<file path="src/rtl/spam1_bus_defs.sv">
// Shared bus definitions for the octal-register output-enable arbiter:
// FSM state encodings and default sizing constants.
package spam1_bus_defs;

  localparam int NREQ_DEF   = 4;
  localparam int SETTLE_DEF = 2;
  localparam int CNT_W      = 4;
  localparam int ST_W       = 3;

  localparam logic [2:0] S_IDLE    = 3'd0;
  localparam logic [2:0] S_TURN    = 3'd1;
  localparam logic [2:0] S_DRIVE   = 3'd2;
  localparam logic [2:0] S_STROBE  = 3'd3;
  localparam logic [2:0] S_RELEASE = 3'd4;

  // Pointer width, kept at least 1 bit so a single-requester build still elaborates.
  function automatic int ptr_w(input int n);
    return (n > 1) ? $clog2(n) : 1;
  endfunction

endpackage

</file>
<file path="src/rtl/rr_pick.sv">
// Combinational round-robin picker: first set req bit at or above ptr,
// wrapping to the lowest set bit when nothing above ptr is requesting.
module rr_pick
  import spam1_bus_defs::*;
#(
  parameter int NREQ  = NREQ_DEF,
  parameter int PTR_W = ptr_w(NREQ)
) (
  input  logic [NREQ-1:0]  req,
  input  logic [PTR_W-1:0] ptr,
  output logic [NREQ-1:0]  win,
  output logic             vld
);

  logic [NREQ-1:0] mask, hi, sel;

  for (genvar i = 0; i < NREQ; i++) begin : g_mask
    assign mask[i] = (PTR_W'(i) >= ptr);
  end

  assign hi  = req & mask;
  assign sel = (|hi) ? hi : req;
  // Isolate the lowest set bit of the selected half.
  assign win = sel & (~sel + NREQ'(1));
  assign vld = |req;

endmodule

</file>
<file path="src/rtl/bus_oe_arbiter.sv">
// Shared-bus arbiter for tri-state octal registers: grants one owner at a time,
// paces turnaround, settle and latch strobe, and drives all outputs from flops.
module bus_oe_arbiter
  import spam1_bus_defs::*;
#(
  parameter int NREQ   = NREQ_DEF,
  parameter int SETTLE = SETTLE_DEF,
  parameter int LOG    = 0
) (
  input  logic            CLK,
  input  logic            MR,
  input  logic [NREQ-1:0] REQ,
  output logic [NREQ-1:0] _OE,
  output logic [NREQ-1:0] GNT,
  output logic            LOAD,
  output logic [NREQ-1:0] DONE,
  output logic            BUSY
);

  localparam int PTR_W = ptr_w(NREQ);

  if (SETTLE < 1 || SETTLE > 15 || NREQ < 1 || LOG < 0 || LOG > 1) begin : g_bad_param
    $error("bus_oe_arbiter: parameter out of range");
  end

  logic [ST_W-1:0]  state;
  logic [CNT_W-1:0] cnt;
  logic [PTR_W-1:0] ptr, own_idx, ptr_nx;
  logic [NREQ-1:0]  own, win;
  logic             vld, abort, own_req, drv;

  rr_pick #(.NREQ(NREQ), .PTR_W(PTR_W)) u_pick (
    .req (REQ),
    .ptr (ptr),
    .win (win),
    .vld (vld)
  );

  always_comb begin
    own_idx = '0;
    for (int i = 0; i < NREQ; i++)
      if (own[i]) own_idx = PTR_W'(i);
  end

  assign ptr_nx  = (own_idx == PTR_W'(NREQ - 1)) ? '0 : own_idx + 1'b1;
  assign own_req = |(REQ & own);
  assign drv     = (state == S_DRIVE) || (state == S_STROBE);

  always_ff @(posedge CLK) begin
    if (MR) begin
      state <= S_IDLE;
      cnt   <= '0;
      ptr   <= '0;
      own   <= '0;
      abort <= 1'b0;
    end else begin
      case (state)
        S_IDLE:
          if (vld) begin
            own   <= win;
            state <= S_TURN;
          end
        S_TURN: begin
          cnt   <= CNT_W'(SETTLE - 1);
          state <= S_DRIVE;
        end
        S_DRIVE:
          // An owner that gives up mid-settle is released without a strobe.
          if (!own_req) begin
            abort <= 1'b1;
            state <= S_RELEASE;
          end else if (cnt == '0) begin
            state <= S_STROBE;
          end else begin
            cnt <= cnt - 1'b1;
          end
        S_STROBE: begin
          ptr   <= ptr_nx;
          state <= S_RELEASE;
        end
        S_RELEASE: begin
          abort <= 1'b0;
          if (vld) begin
            own   <= win;
            state <= S_TURN;
          end else begin
            state <= S_IDLE;
          end
        end
        default: state <= S_IDLE;
      endcase
    end
  end

  // Outputs are a registered decode of the current state, so they trail it by one cycle.
  always_ff @(posedge CLK) begin
    if (MR) begin
      _OE  <= '1;
      GNT  <= '0;
      LOAD <= 1'b0;
      DONE <= '0;
      BUSY <= 1'b0;
    end else begin
      _OE  <= drv ? ~own : '1;
      GNT  <= drv ? own : '0;
      LOAD <= (state == S_STROBE);
      DONE <= (state == S_RELEASE && !abort) ? own : '0;
      BUSY <= (state != S_IDLE);
    end
  end

endmodule

</file>
<file path="config.mk">
export PLATFORM = sky130hd
export DESIGN_NAME = bus_oe_arbiter
export DESIGN_NICKNAME = d
export VERILOG_FILES = /design/src/rtl/spam1_bus_defs.sv /design/src/rtl/rr_pick.sv /design/src/rtl/bus_oe_arbiter.sv
export SDC_FILE = /design/constraint.sdc
export NUM_CORES = 1
export LEC_CHECK = 0
export ABC_AREA = 1
export CORE_MARGIN = 2
export CORE_UTILIZATION = 40
export DETAILED_ROUTE_END_ITERATION = 7
export GPL_TIMING_DRIVEN = 0
export PLACE_DENSITY_LB_ADDON = 0.12
export SKIP_CTS_REPAIR_TIMING = 1
export SLEW_MARGIN = 20
export SYNTH_ARGS = -nofsm -noshare
export SYNTH_HDL_FRONTEND = slang
export SYNTH_HIERARCHICAL = 1
export SYNTH_SLANG_ARGS = --single-unit
export TNS_END_PERCENT = 100
</file>
<file path="constraint.sdc">
create_clock -name CLK -period 1.1 [get_ports CLK]
set_input_delay 0.165 -clock CLK [delete_from_list [all_inputs] [get_ports CLK]]
set_output_delay 0.165 -clock CLK [all_outputs]
set_load 0.02 [all_outputs]
</file>
Yosys cells after proc, flatten, opt, wreduce, memory -nomap -nowiden:

Index checks and enable logic that the tools add are counted.

* output and inout bits: 14
* bits of input ports: 6
* bits in registers: 28

* equality and inequality tests: 10
* bitwise operators: 7
* mux-type cells: 15
* $add $sub $neg: 3
* order comparisons: 4
* reductions and logical operators: 18

Operators with widths (count)
* $pmux W3 S5: 1
* $and A4 B4 Y4: 3
* $mux W4: 3
* $reduce_or A4 Y1: 3
* $mux W3: 3
* $not A4 Y4: 2
* $pmux W4 S2: 1
* $eq A3 B2 Y1 const B: 2
* $mux W2: 3
* $ne A2 B2 Y1 const B: 3
* $reduce_and A2 Y1: 3
* $reduce_or A2 Y1: 3
* $add A4 B1 Y4 const B: 1
* $ge A1 B2 Y1 const A: 2
* $ge A2 B2 Y1 const A: 2
* $logic_not A4 Y1: 1
* $reduce_bool A2 Y1: 2
* $sub A4 B1 Y4 const B: 1
* $eq A3 B1 Y1 const B: 1
* $eq A3 B3 Y1 const B: 1
* $logic_not A3 Y1: 1
* $mux W1: 3
* $ne A3 B2 Y1 const B: 1
* $reduce_and A3 Y1: 1
* 9 further kinds: 10

Depth between registers and ports, before layout:

Gate-level depths: netlist (run 1).

* depth after elaboration: 7
* gate-level depth with buffers: 9

Cells and area by module:

Netlist (run 1), hierarchy kept.

Modules (own cells, without submodules)
* bus_oe_arbiter: cells an instance 141, seq. area each 560.5 µm², instances 1, area an instance 1079.8 µm²
* rr_pick: cells an instance 25, seq. area each 0.0 µm², instances 1, area an instance 115.1 µm²

Least setup slack after synthesis (run 1):

OpenSTA, ideal clock, no wires.

* kind: input to register
* from: input port REQ[0]
* to: register state[0]
* stages: 5
* arrival: 1.055 ns
* slack: -0.072 ns
* path buffers: 0
* library setup time: 0.117 ns
* path through: or4_1 nand2_1 nand3_1 nand2_1 nor2_1

* longest elaborated chain between the ends: 4
* elaborated cells on any way between the ends: 9

RTL lines
* start, declared: line bus_oe_arbiter.sv:12 `input logic [NREQ-1:0] REQ,`
* $and A4 B4 Y4: line bus_oe_arbiter.sv:46 `assign own_req = |(REQ & own);`
* $reduce_or A4 Y1: line bus_oe_arbiter.sv:46
* $mux W3 or $ne A3 B2 Y1 (tied branches)
* $pmux W3 S5 or $reduce_and A2 Y1 (tied branches)
* end signal, assigned: line bus_oe_arbiter.sv:61 `state <= S_TURN;`
* end signal, assigned: line bus_oe_arbiter.sv:71 `state <= S_RELEASE;`
* end signal, assigned: line bus_oe_arbiter.sv:73 `state <= S_STROBE;`
* end, declared: line bus_oe_arbiter.sv:26 `logic [ST_W-1:0] state;`

Several ways; a longest one is shown, not always the timed one.
A chain may end at the register's enable or synchronous reset.

Final worst setup path (run 1):

* from: register ptr[1]
* to: register own[2]

* longest elaborated chain between the ends: 7
* elaborated cells on any way between the ends: 10

RTL lines
* start, declared: line bus_oe_arbiter.sv:28 `logic [PTR_W-1:0] ptr, own_idx, ptr_nx;`
* start signal, assigned: line bus_oe_arbiter.sv:78 `ptr <= ptr_nx;`
* $ge A1 B2 Y1 or $ge A2 B2 Y1 (tied branches): line rr_pick.sv:18 `assign mask[i] = (PTR_W'(i) >= ptr);`
* $and A4 B4 Y4 *: line rr_pick.sv:21 `assign hi = req & mask;`
* $reduce_or A4 Y1: line rr_pick.sv:22 `assign sel = (|hi) ? hi : req;`
* $mux W4 *: line rr_pick.sv:22
* $not A4 Y4: line rr_pick.sv:24 `assign win = sel & (~sel + NREQ'(1));`
* $add A4 B1 Y4: line rr_pick.sv:24
* $and A4 B4 Y4 *: line rr_pick.sv:24
* net win[2]: line bus_oe_arbiter.sv:29 `logic [NREQ-1:0] own, win;`
* end signal, assigned: line bus_oe_arbiter.sv:60 `own <= win;`
* end signal, assigned: line bus_oe_arbiter.sv:84 `own <= win;`
* end, declared: line bus_oe_arbiter.sv:29

The timed path passes the listed nets; every way through them passes the cells marked *.

==> flow_summary_export.csv, run 1 <==
group,metric,value,unit
finish,diodes,0,
pwr,combPwrFrac,0.323,
synthesis,synth_edf_count,0,
setup_path,r2r_cells,9,
synthesis,synth_nets,174,
outcome,failed_checks,"DRC, setup timing",
clock_network,cts.clk_slew.worst_paths,0.15,ns
finish,drive_above_1_share,0.318,
setup_path,cp-start-kind,"flip-flop",
sta,slew_viol_final,0,
sta,setup_tns,-0.880,ns
placed_design,portBuffers,18,
routing,vias,1142,
finish,mostFrequentLayoutCells,"nand2_1, nor2_1, dfxtp_1, inv_1",
setup_path,required,1.33,ns
global_routing,grt_pass1_wl,4.12,mm
synthesis,yosys-top-cells-area,"dfxtp_1, nand2_1, nor2_1",
run,cap_violations,0,
global_routing,grt_overflow_total,0,
setup_path,arrival,1.48,ns
synthesis,netlist_instances,166,
global_routing,grt_pass1_vias,995,
floorplan,initial_core_util,0.426,
outcome,status,"finished with violations",
pwr,powerDensity,1650,nW/um2
clock_network,cts_max_level,1,
pwr,switching_share,0.332,
routing,drt_pass1_iterations,6,
finish,area_delta_synth_final,42.0,%
pwr,p_leak,0.814,nW
sta,worst_slew_pin_slew,0.422,ns
synthesis,synth_largest_area_cell,"dfxtp_1",
synthesis,ys.warnings.count,6,
sta,period_needed,1.25,ns
placed_design,dp_slack,-0.614,ns
floorplan,core_area,2810,um2
pwr,p_seq_frac,0.438,
placed_design,gp_congestion,0.874,
global_routing,grtUsageMet1,0.203,
floorplan,die_w,58.7,um
setup_path,critPathSlowestCell,"dfxtp_4",
setup_path,critPathTopFamily,"flip-flops",
setup_path,max_stage_delay,0.42,ns
setup_path,path_depth,9,
sta,rsz0062_at_grt,"yes",
global_routing,grt_max_degree,17,
setup_path,crit_type,"reg -> reg",
synthesis,synth_ff_type,"dfxtp_1",
synthesis,synth.top_cell.area_share,0.469,
global_routing,use_met3,0.0242,
routing,wirelength,2.85,mm
sta,finalWorstSetupSlack,-0.151,ns
global_routing,antenna_found_initial,0,
floorplan,rows,19,
synthesis,seq_area_frac_synth,0.469,
finish,multi_input_area,661,um2
pwr,total_switching_power,0.929,mW
sta,min_period_over_period,1.14,
routing,avgViaCountPerCell,5.05,
routing,drc,2,
sta,fmax,0.799,GHz
finish,final_nets,204,
floorplan,dieHeight,58.7,um
routing,drt_iter0_markers,35,
finish,final_common_cell,"nand2_1",
setup_path,cp_num_buf_inv,1,
routing,ant_nets,0,
floorplan,dieArea,3440,um2
clock_network,cts_max_path_buffers,2,
clock_network,numCtsBuffers,3,
synthesis,synth_area,1190,um2
pwr,ir_drop,0.000714,V
sta,slew-limit-headroom,0.719,
floorplan,ioPinCount,20,
setup_path,end_kind,"flip-flop",
global_routing,busiest_layer,"met2",
sta,hold_viol_final,0,
global_routing,met2_usage,0.254,
setup_path,worstPathCellList,"inv_2, a21oi_2, nand3_1, nand2_1, nand2_1, nand2_1, nor2_1, o21ai_1, a21oi_1",
synthesis,avgSynthCellArea,7.20,um2
min_path,min_path_cells,2,
pwr,total_power,2.80,mW
clock_network,clock_latency,0.33,ns
pwr,clock_power_share,0.239,
finish,fillers,282,
setup_path,path_common_cell,"nand2_1",
sta,setup-violations-final,11,
routing,routedWlPerCell,12.6,um
clock_network,clkSinkCount,28,
global_routing,track_usage,0.156,
sta,finalClockSkew,0.00698,ns
placed_design,detailed_place_hpwl,1.92,mm
min_path,hp-class,"in -> reg",
clock_network,clock-root-buffer,"clkbuf_4",
pwr,internal_power,1.87,mW
synthesis,synth_seq_cells,28,
synthesis,synth_cell_type_count,19,
setup_path,worst-path-max-fanout,5,
clock_network,cts_tree,"built",
synthesis,synthArstFlopShare,0,
finish,seqCellArea,578,um2
[layout make-up]
cell class,instances,share of cell area
Clock buffer,3,0.0133
Multi-Input combinational cell,113,0.389
Inverter,24,0.0560
Tap cell,31,0.0229
Sequential cell,28,0.341
Buffer,1,0.00221
Clock inverter,1,0.0177
Timing Repair Buffer,25,0.158
[layer usage]
layer / wire [um] / part of all wire
met5: 0 / 0
met4: 72 / 0.025
met3: 98 / 0.034
met2: 1410 / 0.49
met1: 1280 / 0.45
[kinds of logic after synthesis]
logic type | share of synthesized area
flip-flops | 0.469
adder cells (fa/ha/maj) | 0.0209
buffers and inverters | 0.0785
AND/OR/NAND/NOR | 0.330
AO/OA/AOI/OAI | 0.102
[stage by stage]
step / utilization / cell area [um2] / std cells / hold slack (ns)
floorplan: - / 1200 / 166 / 0.438
global placement: 0.508 / 1420 / 215 / 0.452
detailed placement: 0.508 / 1420 / 215 / 0.456
CTS: 0.526 / 1480 / 219 / 0.205
global route: 0.605 / 1700 / 226 / 0.237
finish: 0.605 / 1700 / 226 / 0.217
[state kept, by name, summed over array words and instances, names as in the netlist]
| register | count |
|---|---|
| own | 4 |
| abort | 1 |
| GNT | 4 |
| LOAD | 1 |
| DONE | 4 |
| ptr | 2 |
| BUSY | 1 |
| _OE | 4 |
| cnt | 4 |
| state | 3 |
[cell usage after synthesis, types with 2 or more instances]
master,count
nand2_1,34
nor2_1,30
dfxtp_1,28
inv_1,21
a21oi_1,14
nand3_1,12
o21ai_0,7
nand2_2,4
inv_2,3
ha_1,2
nand3_2,2
nor2_4,2
[power by group through the flow]
stage          Sequential (mW)  Combinational [mW]  Clock [mW]
2_1_floorplan             1.22               0.462           0
3_3_place_gp              1.21               0.626           0
3_5_place_dp              1.22               0.640           0
4_1_cts                   1.19               0.646       0.685
5_1_grt                   1.24                1.00       0.727
6_report                  1.23               0.904       0.667
[final timing paths]
| path | start | endpoint | slack [ns] |
|---|---|---|---|
| max | ptr[1] | own[2] | -0.15 |
| min | MR | ptr[1] | 0.22 |
| max reg2reg | ptr[1] | own[2] | -0.15 |
| min reg2reg | abort | abort | 0.48 |
No activity file was read; power rests on OpenSTA's default activity.
==> inputs of run 2 (changes only) <==
CORE_ASPECT_RATIO = 0.75   (was default)
SYNTH_HIERARCHICAL = default   (was 1)
==> flow_summary_export.csv, run 2 <==
group,metric,value,unit
finish,mostFrequentLayoutCells,"dfxtp_1, nor2_1, dlymetal6s2s_1, nand2_1",
sta,worst_slew_pin_slew,0.284,ns
pwr,p_seq_frac,0.410,
clock_network,numCtsBuffers,3,
outcome,status,"finished with violations",
routing,ant_nets,0,
sta,slew_viol_final,0,
synthesis,synthTopCellsByCount,"dfxtp_1, nor2_1, nand2_1",
setup_path,r2r_cells,5,
synthesis,synth_edf_count,0,
placed_design,portBuffers,19,
setup_path,r2r_slack,-0.15,ns
setup_path,end_kind,"flip-flop",
routing,vias,1111,
min_path,min_from,"REQ[1]",
pwr,internal_power,1.95,mW
sta,rsz0062_at_grt,"yes",
floorplan,core_area,2680,um2
setup_path,crit_type,"reg -> reg",
sta,whs,0.373,ns
synthesis,synth_area,1170,um2
routing,avgViaCountPerCell,5.05,
finish,area_delta_synth_final,51.8,%
synthesis,synth_ff_type,"dfxtp_1",
sta,setup-violations-final,11,
sta,period_needed,1.25,ns
sta,finalClockSkew,0.00968,ns
routing,drt_iter0_markers,50,
placed_design,dp.cells,206,
synthesis,synth_seq_cells,28,
finish,diodes,0,
synthesis,synth_cell_type_count,26,
floorplan,dieArea,3370,um2
finish,final_common_cell,"dfxtp_1",
sta,slew-limit-headroom,0.809,
min_path,hold_end,"own[1]",
global_routing,grt_overflow_total,0,
run,cap_violations,0,
clock_network,cts_max_level,1,
floorplan,dieHeight,50.8,um
setup_path,r2r-start,"state[1]",
floorplan,initial_core_util,0.435,
setup_path,r2r-end,"cnt[1]",
sta,min_period_over_period,1.14,
synthesis,synth.top_cell.area_share,0.481,
finish,finalNonFillerCells,220,
synthesis,netlist_instances,151,
synthesis,synth_largest_area_cell,"dfxtp_1",
pwr,powerDensity,1620,nW/um2
floorplan,rows,16,
synthesis,synth_nets,159,
placed_design,detailed_place_hpwl,1.81,mm
clock_network,cts.clk_slew.worst_paths,0.10,ns
floorplan,ioPinCount,20,
pwr,ir_drop,0.00117,V
pwr,combPwrFrac,0.306,
min_path,hp-class,"in -> reg",
synthesis,synth.most_common_cell,"dfxtp_1",
outcome,failed_checks,"setup timing",
clock_network,cts_tree,"built",
sta,setup_tns,-0.654,ns
routing,wirelength,2.90,mm
finish,final_nets,193,
global_routing,grt_pass1_wl,3.93,mm
floorplan,die_w,66.3,um
pwr,switching_share,0.322,
placed_design,gp_congestion,0.831,
pwr,clock_power_share,0.284,
synthesis,seq_area_frac_synth,0.481,
pwr,total_switching_power,0.926,mW
clock_network,clock_latency,0.29,ns
synthesis,yosys-top-cells-area,"dfxtp_1, nor2_1, nand2_1",
routing,routedWlPerCell,13.2,um
routing,drc,0,
synthesis,ys.warnings.count,0,
sta,hold_viol_final,0,
routing,drt_pass1_iterations,4,
global_routing,grt_pass1_vias,885,
min_path,min_path_cells,5,
global_routing,grt_max_degree,17,
synthesis,avgSynthCellArea,7.72,um2
setup_path,cp-start-kind,"flip-flop",
setup_path,required,1.27,ns
sta,fmax,0.800,GHz
setup_path,arrival,1.42,ns
clock_network,clock-root-buffer,"clkbuf_8",
clock_network,cts_max_path_buffers,2,
global_routing,antenna_found_initial,0,
finish,drive_above_1_share,0.402,
setup_path,worst-path-max-fanout,4,
global_routing,track_usage,0.154,
clock_network,clkSinkCount,28,
pwr,p_leak,0.877,nW
synthesis,synthArstFlopShare,0,
sta,finalWorstSetupSlack,-0.150,ns
run 2: cell types whose count changed after synthesis, sizes merged, moves of 2 or more:
cell,before,now
a21oi,15,13
nand2,38,25
nand3,14,10
nor2,33,29
run 2: worst max-delay path by stage:
stage                   from       to  slack (ns)  cells past startpoint
floorplan             cnt[0]   cnt[1]       -0.02                      8
global placement      REQ[1]   cnt[1]       -0.41                      8
detailed placement    REQ[1]   cnt[1]       -0.43                      8
CTS                  DONE[3]  DONE[3]       -0.28                      1
global route        state[2]   cnt[1]       -0.23                      7
finish              state[1]   cnt[1]       -0.15                      5
run 2: area by class of cell:
| class | count | area [um2] |
|---|---|---|
| Multi-Input combinational cell | 97 | 649 |
| Inverter | 25 | 109 |
| Clock buffer | 3 | 41.3 |
| Buffer | 1 | 5.00 |
| Sequential cell | 28 | 581 |
| Tap cell | 36 | 45.0 |
| Fill cell | 223 | 912 |
| Timing Repair Buffer | 29 | 310 |
| Clock inverter | 1 | 30.0 |
run 2: cell families after synthesis:
group	Yosys count	share of synthesized area
adders and majority gates	2	0.0215
AOI/OAI and AO/OA	25	0.136
DFF	28	0.481
and+or+nand+nor	68	0.263
xor gates and xnor gates	2	0.0150
buffers and inverters	26	0.0837
run 2: per-layer routing:
metal / part of all wire / GRT usage / vias to the layer above
met5: 0 / 0 / -
met4: 0.010 / 0.0306 / 0
met3: 0.074 / 0.0471 / 5
met2: 0.47 / 0.227 / 43
met1: 0.45 / 0.223 / 517
li1: - / - / 546
run 2: worst max-delay path, cell delays in order (launching register included):
cell,delay [ns]
dfxtp_4,0.38
nand3b_1,0.24
a21oi_4,0.25
nand2_4,0.09
o21ai_2,0.11
nor2_1,0.05
run 2: metrics by stage:
stage	instance area (um2)	worst slack [ns]	power (mW)	utilization
final	1770	-0.150	2.87	0.660
after CTS	1500	-0.276	2.61	0.559
after floorplan	1190	-0.0210	1.64	-
after global routing	1770	-0.229	3.00	0.660
after detailed placement	1430	-0.425	1.80	0.533
after global placement	1430	-0.407	1.79	0.533
run 2: power groups by stage:
stage / clock network (mW) / registers, mW / logic (mW)
floorplan: 0 / 1.18 / 0.469
global route: 0.863 / 1.19 / 0.953
detailed placement: 0 / 1.17 / 0.631
global placement: 0 / 1.17 / 0.620
finish: 0.816 / 1.18 / 0.878
CTS: 0.831 / 1.15 / 0.637
==> RTL edit, RTL diff (flow settings as in run 1) <==
Change the package constant `ST_W` from 3 to 6.
--- a/src/rtl/spam1_bus_defs.sv
+++ b/src/rtl/spam1_bus_defs.sv
@@ -5,7 +5,7 @@
   localparam int NREQ_DEF   = 4;
   localparam int SETTLE_DEF = 2;
   localparam int CNT_W      = 4;
-  localparam int ST_W       = 3;
+  localparam int ST_W       = 6;
 
   localparam logic [2:0] S_IDLE    = 3'd0;
   localparam logic [2:0] S_TURN    = 3'd1;
Function: no difference found for any inputs over 10 cycles, from zero or initial values; that may be too few to reach the edited logic, so the function may still have changed.
==> RTL edit against run 1 <==
The flow still finishes with violations (DRC, setup timing); critical endpoint unchanged; power up 3.5%; wire length down 1.5%; sequential cell count unchanged; sequential power up 6%; final area up 2.4%; area after synthesis up 1.2%; worst setup slack worse by 0.098 ns; clock skew down 0.0040 ns.
==> RTL edit: results <==
metrics = {
    "placed_design": {
        "pre_cts_ws_ns": -0.573,
        "place.gp.congestion": 0.779,
        "place_inst": 218,
        "dpl.hpwl_um": 1830,
        "port_buffers": 19,
    },
    "global_routing": {
        "grt.total_usage": 0.148,
        "grt_max_degree": 15,
        "grt_pass1_wl_um": 3990,
        "grtUsageMet1": 0.193,
        "grt_pass1_vias": 940,
    },
    "sta": {
        "fin_ws_ns": -0.249,
        "tightest_slew_ns": 0.496,
        "setup_viol": 10,
    },
    "power": {
        "leakagePower_nw": 0.877,
    },
    "run_status": {
        "status": "complete, but fails checks",
        "violations": "DRC, setup timing",
    },
    "drt": {
        "dr_total_vias": 1140,
        "drcViolationCount": 1,
        "drtIter0Drc": 28,
    },
    "critical_path": {
        "cp_top_family": "compound AO/OA/AOI/OAI gates",
    },
    "logic_synthesis": {
        "yosys-top-cells-count": "nand2_1, nor2_1, dfxtp_1",
        "synth_area_leaders": "dfxtp_1, nand2_1, nor2_1",
        "synth-seq-area-share": 0.464,
        "syn_inst": 168,
        "synth_cell_types": 21,
    },
    "cells_and_area": {
        "drive_gt1_frac": 0.337,
    },
}
[RTL edit: worst reg2reg max path, delay by kind of cell, from the launching register on]
kind	cells	cell delay [ns]
compound gates	3	0.47
flops	1	0.40
simple gates	5	0.39
[RTL edit: power breakdown]
part           switching (mW)  internal, mW  total, mW
clock                   0.280         0.128      0.408
combinational           0.694         0.496       1.19
sequential              0.136          1.16       1.30
total                    1.11          1.78       2.89
[RTL edit: worst paths after layout]
kind / startpoint / end / slack [ns] / cells after the start
min: REQ[3] / own[3]$_SDFFE_PP0P_ / 0.34 / 5
min reg2reg: abort$_SDFFE_PP0P_ / abort$_SDFFE_PP0P_ / 0.51 / 2
max: ptr[1]$_SDFFE_PP0P_ / own[2]$_SDFFE_PP0P_ / -0.25 / 8
max reg2reg: ptr[1]$_SDFFE_PP0P_ / own[2]$_SDFFE_PP0P_ / -0.25 / 8
[RTL edit: kinds of logic after synthesis]
logic type,share of synthesized area
simple gates,0.330
buf+inv,0.0807
fa+ha+maj,0.0207
flops,0.464
compound gates,0.105
[RTL edit: final cells by class]
class / count / area (um2)
Fill cell: 254 / 1070
Tap cell: 31 / 38.8
Sequential cell: 28 / 581
Timing Repair Buffer: 24 / 285
Multi-Input combinational cell: 115 / 706
Inverter: 25 / 101
Clock buffer: 3 / 22.5
Buffer: 1 / 3.75
[RTL edit: routing by layer]
metal  part of all wire  wire, um  vias to the layer above
met5                  0         0                        -
met4              0.016        44                        0
met3              0.033        94                        4
met2               0.51      1430                       17
met1               0.44      1240                      531
li1                   -         -                      588
